File: config.mk
export PLATFORM = sky130hd
export DESIGN_NAME = bus_rr_arbiter
export DESIGN_NICKNAME = d
export VERILOG_FILES = /design/src/rtl/bus_rr_arbiter.sv
export SDC_FILE = /design/constraint.sdc
export NUM_CORES = 1
export LEC_CHECK = 0
export CAP_MARGIN = 30
export CELL_PAD_IN_SITES_DETAIL_PLACEMENT = 1
export CELL_PAD_IN_SITES_GLOBAL_PLACEMENT = 2
export CORE_AREA = 2 2 49 63
export CTS_BUF_LIST = sky130_fd_sc_hd__clkbuf_16
export CTS_CLUSTER_DIAMETER = 80
export DETAILED_ROUTE_END_ITERATION = 6
export DIE_AREA = 0 0 51 65
export GPL_ROUTABILITY_DRIVEN = 0
export GPL_TIMING_DRIVEN = 1
export MAX_ROUTING_LAYER = met4
export PLACE_DENSITY = 0.91
export SLEW_MARGIN = 20
export SYNTH_ARGS = -nofsm -noshare
export SYNTH_HDL_FRONTEND = slang
export SYNTH_SLANG_ARGS = --single-unit
File: constraint.sdc
create_clock -name clk -period 2.9 [get_ports clk]
set_input_delay 0.87 -clock clk [delete_from_list [all_inputs] [get_ports clk]]
set_output_delay 0.87 -clock clk [all_outputs]
set_load 0.1 [all_outputs]
File: src/rtl/bus_rr_arbiter.sv
// Four-master round-robin arbiter for the shared system bus.
// Active-low requests in, one active-low registered grant out. A one-cycle
// turnaround separates owners, and an unlocked owner is preempted after
// MAX_HOLD cycles when another master is waiting.
module bus_rr_arbiter #(
  parameter int unsigned MAX_HOLD = 16,
  parameter int unsigned CNT_W    = 5
) (
  input  logic       clk,
  input  logic       rst,
  input  logic       m0_req_,
  input  logic       m1_req_,
  input  logic       m2_req_,
  input  logic       m3_req_,
  input  logic       m0_lock_,
  input  logic       m1_lock_,
  input  logic       m2_lock_,
  input  logic       m3_lock_,
  output logic       m0_grnt_,
  output logic       m1_grnt_,
  output logic       m2_grnt_,
  output logic       m3_grnt_,
  output logic [1:0] owner,
  output logic       busy
);

  localparam int unsigned NUM_M = 4;
  localparam int unsigned IDX_W = 2;
  localparam logic [CNT_W-1:0] CNT_SAT = CNT_W'(MAX_HOLD - 1);

  // Reject tenure limits the counter cannot represent.
  if (MAX_HOLD < 2 || MAX_HOLD > (1 << CNT_W)) begin : g_bad_param
    $error("bus_rr_arbiter: MAX_HOLD out of range for CNT_W");
  end

  typedef enum logic [1:0] {
    S_IDLE  = 2'd0,
    S_GRANT = 2'd1,
    S_TURN  = 2'd2
  } state_e;

  state_e             state_q, state_d;
  logic [IDX_W-1:0]   last_q, last_d;
  logic [IDX_W-1:0]   owner_q, owner_d;
  logic [CNT_W-1:0]   cnt_q, cnt_d;
  logic [NUM_M-1:0]   grnt_n_q, grnt_n_d;
  logic               busy_q, busy_d;

  // Active-high views of the bus request and lock pins.
  logic [NUM_M-1:0]   req_c;
  logic [NUM_M-1:0]   lock_c;
  logic [NUM_M-1:0]   own_mask_c;
  logic [IDX_W-1:0]   win_c;
  logic               any_req_c;
  logic               own_req_c;
  logic               own_lock_c;
  logic               others_c;
  logic               release_c;
  logic               preempt_c;

  assign req_c  = ~{m3_req_, m2_req_, m1_req_, m0_req_};
  assign lock_c = ~{m3_lock_, m2_lock_, m1_lock_, m0_lock_};

  // Round-robin pick: scan last+1 .. last+4 (wrapping), first requester wins.
  always_comb begin
    logic [IDX_W-1:0] idx;
    idx       = '0;
    win_c     = '0;
    any_req_c = 1'b0;
    for (int unsigned i = 1; i <= NUM_M; i++) begin
      idx = last_q + IDX_W'(i);
      if (!any_req_c && req_c[idx]) begin
        win_c     = idx;
        any_req_c = 1'b1;
      end
    end
  end

  // Owner-side conditions: release, waiting competitors and tenure expiry.
  always_comb begin
    own_mask_c = NUM_M'(1) << owner_q;
    own_req_c  = req_c[owner_q];
    own_lock_c = lock_c[owner_q];
    others_c   = |(req_c & ~own_mask_c);
    release_c  = !own_req_c;
    preempt_c  = (cnt_q == CNT_SAT) && others_c && !own_lock_c;
  end

  // State register.
  always_ff @(posedge clk or negedge rst) begin
    if (!rst) begin
      state_q <= S_IDLE;
    end else begin
      state_q <= state_d;
    end
  end

  // Next-state logic.
  always_comb begin
    state_d = state_q;
    case (state_q)
      S_IDLE: begin
        if (any_req_c) state_d = S_GRANT;
      end
      S_GRANT: begin
        if (release_c || preempt_c) state_d = S_TURN;
      end
      S_TURN: begin
        state_d = any_req_c ? S_GRANT : S_IDLE;
      end
      default: begin
        state_d = S_IDLE;
      end
    endcase
  end

  // Output and datapath next values, keyed on the state transition taken.
  always_comb begin
    grnt_n_d = grnt_n_q;
    busy_d   = busy_q;
    owner_d  = owner_q;
    last_d   = last_q;
    cnt_d    = cnt_q;
    if (state_q != S_GRANT && state_d == S_GRANT) begin
      grnt_n_d = ~(NUM_M'(1) << win_c);
      busy_d   = 1'b1;
      owner_d  = win_c;
      last_d   = win_c;
      cnt_d    = '0;
    end else if (state_q == S_GRANT && state_d == S_GRANT) begin
      if (cnt_q != CNT_SAT) cnt_d = cnt_q + CNT_W'(1);
    end else begin
      grnt_n_d = '1;
      busy_d   = 1'b0;
      cnt_d    = '0;
    end
  end

  // Registered grant, owner, pointer and tenure counter.
  always_ff @(posedge clk or negedge rst) begin
    if (!rst) begin
      grnt_n_q <= '1;
      busy_q   <= 1'b0;
      owner_q  <= '0;
      last_q   <= IDX_W'(NUM_M - 1);
      cnt_q    <= '0;
    end else begin
      grnt_n_q <= grnt_n_d;
      busy_q   <= busy_d;
      owner_q  <= owner_d;
      last_q   <= last_d;
      cnt_q    <= cnt_d;
    end
  end

  assign m0_grnt_ = grnt_n_q[0];
  assign m1_grnt_ = grnt_n_q[1];
  assign m2_grnt_ = grnt_n_q[2];
  assign m3_grnt_ = grnt_n_q[3];
  assign owner    = owner_q;
  assign busy     = busy_q;

endmodule

==> results of run 1 <==
[metrics by stage]
| stage | instances | setup slack [ps] |
|---|---|---|
| floorplan | 85 | 645 |
| finish | 138 | 509 |
| detailed placement | 134 | 243 |
| global route | 138 | 413 |
| global placement | 134 | 334 |
| CTS | 138 | 498 |
[sequential cells by signal, summed over array words and instances (netlist names)]
register / flops
cnt_q: 5
grnt_n_q: 4
last_q: 2
owner: 2
state_q: 2
busy: 1
[per-layer routing]
layer  part of all wire  vias up  wire length [um]
met3              0.023        4                49
li1                   -      343                 -
met2               0.55       11              1180
met4              0.020        0                43
met5                  0        -                 0
met1               0.41      358               881
[cell type report]
| class | instances | area [sq um] | share of cell area |
|---|---|---|---|
| multi-input cells | 60 | 437 | 0.383 |
| flip-flops and latches | 16 | 408 | 0.357 |
| repair buffers | 18 | 158 | 0.138 |
| clock buffers | 3 | 75.1 | 0.0658 |
| well taps | 36 | 45.0 | 0.0395 |
| inverters | 4 | 15.0 | 0.0132 |
| clock inverters | 1 | 3.75 | 0.00329 |
[layout by cell type (no fill, tap or decap), drive strengths merged, types with 2 or more instances in the layout]
cell type | synthesis | routed
a21oi | 6 | 6
a2bb2oi | 2 | 2
buf | 4 | 9
clkbuf | 1 | 3
clkdlybuf4s50 | 0 | 9
dfrtp | 10 | 10
dfstp | 6 | 6
ha | 2 | 2
inv | 4 | 5
mux4 | 2 | 2
nand2 | 3 | 3
nand3 | 2 | 2
nand4b | 2 | 2
nor2 | 8 | 8
nor2b | 7 | 7
nor3 | 2 | 2
o21ai | 4 | 4
o21bai | 3 | 3
o22a | 2 | 2
xor2 | 2 | 2
[kinds of logic after synthesis]
kind of cell | share of synthesized area
AOI/OAI and AO/OA | 0.208
adders and majority gates | 0.0279
buffers and inverters | 0.0573
muxes | 0.0503
xor gates and xnor gates | 0.0293
and+or+nand+nor | 0.172
DFF | 0.455
[final timing paths]
path,startpoint,to,slack [ps],cells after the start
max in group asynchronous,rst,state_q[1]$_DFF_PN0_,1410,1
worst min-delay path,state_q[1]$_DFF_PN0_,state_q[1]$_DFF_PN0_,500,2
worst min register to register,state_q[1]$_DFF_PN0_,state_q[1]$_DFF_PN0_,500,2
min in group asynchronous,rst,cnt_q[4]$_DFFE_PN0P_,1050,1
worst max register to register,cnt_q[0]$_DFFE_PN0P_,grnt_n_q[1]$_DFFE_PN1P_,840,6
worst max-delay path,m3_req_,grnt_n_q[3]$_DFFE_PN1P_,510,5
[power by group]
group          leakage (nW)  switching [W]  internal (W)
Sequential            0.192      0.0000944      0.000335
Clock                0.0423      0.0000831      0.000183
Combinational         0.231       0.000532      0.000225
Total                 0.465       0.000710      0.000742
[worst reg2reg max path, delay by kind of cell, from the launching register on]
kind / cells / cell delay (ps)
AOI/OAI and AO/OA: 3 / 880
adders and majority gates: 2 / 530
DFF: 1 / 400
and+or+nand+nor: 1 / 170
==> run metrics, run 1 <==
number of global-route vias before repair=approximately 810; met2 usage=0.274; fin area=around 0.0011 sq mm; DRC Markers=0; post-synth top area cell=dfrtp_1; clock sink total=16; Num CTS Buffers=3; Period Utilization, post-route=0.824; first-pass GRT wire length=between 3 and 4 mm; MaxCap Viol Count=0; RSZ-0062 raised after global routing=false; Hold Fails Final Rpt=0; most numerous cell in the Yosys netlist=dfrtp_1; run status=finished, final reports clean; CP startpoint kind=primary input; die width=51 um; Routed WL=roughly 2.2 mm; core area=approximately 0.0028 sq mm; Power Total=0.00145 W; largest cells by area after synthesis=dfrtp_1 (28%), dfstp_2 (18%), mux4_2 (5.0%); nets=about 120; clock period minus worst slack=between 2000 and 2500 ps; crit path max fanout=11; worst-path cell chain=clkdlybuf4s50_1, mux4_2, nor2b_1, o21ai_2, o22a_1; post-synthesis async set-or-reset flop share=1.00; # hold bufs at CTS=0; Syn. warnings=0; setup TNS=0 ps; Avg Inst Size Synth=about 11 sq um; CP peak stage delay=560 ps; Post-synth top flop=dfrtp_1; setup violators final=0; num ports=17; Post-Syn Area=roughly 900 sq um; first-pass detailed-route iteration total=4; Routed WL per cell=between 15 and 20 um; critical path data arrival time=approximately 2600 ps; Area Overhead vs Synth=27.4%; CP bufs+invs=1; placed wire-length estimate=between 1.5 and 2 mm; pwr/cell area=1270 mW/mm^2; critical path class=in -> reg; 1st-iter DRT viols=7; CTS root buf=clkbuf_16; Hold WS=around 500 ps; share of post-route cells with drive strength above 1=0.225; Least-Margin Pin Slew=about 700 ps; largest net degree at the start of global routing=17; number of flops mapped to enable cells by yosys=0; postcts setup bufs=0; Post-Syn Nets=97; busiest metal layer after global routing=met2; All-Layer GR Usage=0.162; final core utilization=0.410; Fillers=310; number of antenna-violating nets in the routed design=0; GR Overflow Total=0; Reg clk slew, reported paths=roughly 50 ps; top-area cell type share of the netlist area=0.279; DR vias/cell=5.19; Die Height=around 65 um; Crit path max-delay family=buffers and inverters; Peak Freq=418 MHz; Final Max Slew Viols=0; Relative slew margins=0.535; CTS resizes=0; met3 Use GR=0.0253; # rows=22; worst skew pair latency=roughly 240 ps; H-tree level count=1; Max VDD drop=approximately 0.63 mV; routed via count=716; synth unique cells=35; initial antenna violation count=0; CTS tree=yes; leakage=around 0.47 nW; Die ar.=0.00332 sq mm; Post-Place Cell Area=0.00106 sq mm; Critical-path top delay cell=clkdlybuf4s50_1; Post-Syn Instances=85; Port Buf Inserts=16; ANT cells=0; CP Capture Type=flop; GRT met1 Usage=0.186; register area share after synthesis=0.455; HP Class=reg -> reg; required time worst endpoint=between 3000 and 4000 ps; initial core utilization=0.322; CTS Buffer Depth=2; flop and latch count out of synthesis=16; skew final=2.72 ps; Commonest cells post-synth=dfrtp_1 (10), nor2_1 (8), nor2b_1 (7)
Note: power is estimated with default switching activity, not from simulation.
==> inputs of run 2 (changes only) <==
Settings changed: CORE_AREA 2 2 49 63 to 2 2 54 69, DIE_AREA 0 0 51 65 to 0 0 56 71, PLACE_DENSITY 0.91 to 0.82.
Clock period 2.9 ns to 2 ns, I/O delays scaled along.
==> run metrics, run 2 (same netlist as run 1, synthesis figures left out) <==
R2R cell count=6; CTS tree=yes; Die ar.=0.00398 sq mm; Max VDD drop=between 1.5 and 2 mV; fin area=between 0.001 and 0.0015 sq mm; routed via count=roughly 750; Sw Share=0.455; largest net degree at the start of global routing=17; commonest non-fill, non-tap cell in the layout=buf_4; leakage=~0.57 nW; Multi-input gate area=around 480 sq um; ANT cells=0; Hold Path Stages=2; skew final=a little under 2 ps; Die Height=71 um; Fillers=approximately 380; PnR worst setup slack=86.8 ps; pwr/cell area=around 1800 mW/mm^2; Relative slew margins=0.752; CP peak stage delay=about 530 ps; # rows=24; CP bufs+invs=1; Crit path max-delay family=multiplexers; clock share of power=0.162; CP Capture Type=flop; first-pass GRT wire length=between 3 and 4 mm; Power Total=around 0.0024 W; number of global-route vias before repair=around 830; core area=roughly 0.0034 sq mm; setup TNS=0 ps; Routed WL=between 2 and 2.5 mm; Area Overhead vs Synth=51.8%; worst skew pair latency=about 240 ps; critical path class=in -> reg; clock period minus worst slack=1910 ps; Sequential Area=410 sq um; num ports=17; DR vias/cell=just under 5; MaxCap Viol Count=0; Reg with most FFs=cnt_q; Psw=around 0.0011 W; number of antenna-violating nets in the routed design=0; GR Overflow Total=0; # hold bufs at CTS=0; Seq pwr share=0.275; HP Class=reg -> reg; Port Buf Inserts=16; biggest regs=cnt_q: 5 flops, grnt_n_q: 4 flops; nets=~130; Hold WS=approximately 510 ps; required time worst endpoint=about 2200 ps; die width=between 50 and 60 um; Internal=between 0.001 and 0.0015 W; Least-Margin Pin Slew=372 ps; most frequent cells in the layout=buf_4 (13), nor2_1 (8), dfrtp_1 (8), clkdlybuf4s50_1 (8), buf_12 (7); CP startpoint kind=primary input; CTS Buffer Depth=2; share of post-route cells with drive strength above 1=0.372; worst-path cell chain=clkdlybuf4s50_1, mux4_2, nor2b_4, o21ai_4, o22a_1; dpl ws=-273 ps; critical path data arrival time=2090 ps; Period Utilization, post-route=0.957; first-pass detailed-route iteration total=4; All-Layer GR Usage=0.128; CTS root buf=clkbuf_16; 1st-iter DRT viols=18; Comb power frac=0.563; placed wire-length estimate=about 1.6 mm; DRC Markers=0; Num CTS Buffers=3; initial antenna violation count=0; Peak Freq=523 MHz; Post-Place Cell Area=about 0.0012 sq mm; CP Depth=5; Hold Fails Final Rpt=0; Largest register FFs=5; postcts setup bufs=0; Routed WL per cell=14.4 um; initial core utilization=0.266; Final Max Slew Viols=0; clock sink total=16; RSZ-0062 raised after global routing=false; setup violators final=0; run status=finished, final reports clean; H-tree level count=1; Reg clk slew, reported paths=approximately 50 ps; crit path max fanout=11; Critical-path top delay cell=mux4_2
==> run 2: cell count changes in the layout (fill, tap and decap cells not counted), sizes merged <==
cell,before,now
inv,5,4
clkdlybuf4s50,9,8
clkinv,0,1
dlymetal6s2s,0,1
buf,9,20
==> run 2: worst paths after layout <==
path / slack [ps] / startpoint / end
hold / removal: 510 / state_q[1]$_DFF_PN0_ / state_q[1]$_DFF_PN0_
max in group asynchronous: 1060 / rst / grnt_n_q[2]$_DFFE_PN1P_
setup / recovery: 90 / m3_req_ / grnt_n_q[2]$_DFFE_PN1P_
hold reg to reg: 510 / state_q[1]$_DFF_PN0_ / state_q[1]$_DFF_PN0_
setup reg to reg: 290 / cnt_q[0]$_DFFE_PN0P_ / grnt_n_q[0]$_DFFE_PN1P_
min in group asynchronous: 690 / rst / cnt_q[1]$_DFFE_PN0P_
==> run 2: timing repair <==
action                     CTS  global route
gates resized for setup      2             8
pin swaps                    0             0
setup endpoints to repair    4            11
==> run 2: area by class of cell <==
| type | instances | share of cell area |
|---|---|---|
| well taps | 39 | 0.0359 |
| repair buffers | 29 | 0.243 |
| inverters | 4 | 0.0110 |
| multi-input cells | 60 | 0.351 |
| clock inverters | 1 | 0.00276 |
| flip-flops and latches | 16 | 0.302 |
| clock buffers | 3 | 0.0552 |
==> run 2: worst min-delay path, stage by stage, from the launching register on <==
cell     delay [ps]
dfrtp_1         320
nor2b_1          50
o21a_1          100
==> run 2: routing by layer <==
layer | GRT usage | routed length [um] | vias up
li1 | - | - | 366
met4 | 0.0556 | 27 | 0
met2 | 0.199 | 1110 | 15
met3 | 0.0238 | 90 | 2
met1 | 0.162 | 963 | 371
met5 | - | 0 | -
==> run 2: power by group through the flow <==
stage	Sequential, W	Clock (W)	Combinational (W)
finish	0.000663	0.000390	0.00136
global route	0.000694	0.000411	0.00144
CTS	0.000665	0.000397	0.00134
detailed placement	0.000666	0	0.00131
global placement	0.000661	0	0.00129
floorplan	0.00108	0	0.000414
==> run 2: metrics by stage <==
step	instances	utilization
floorplan	85	-
global placement	148	0.368
detailed placement	148	0.368
CTS	152	0.395
finish	152	0.404
global route	152	0.404
==> inputs of run 3 (changes only) <==
Settings changed: GPL_ROUTABILITY_DRIVEN 0 to 1.
==> results of run 3 <==
Same layout as run 2: the final DEF is identical, and so are final timing and power.
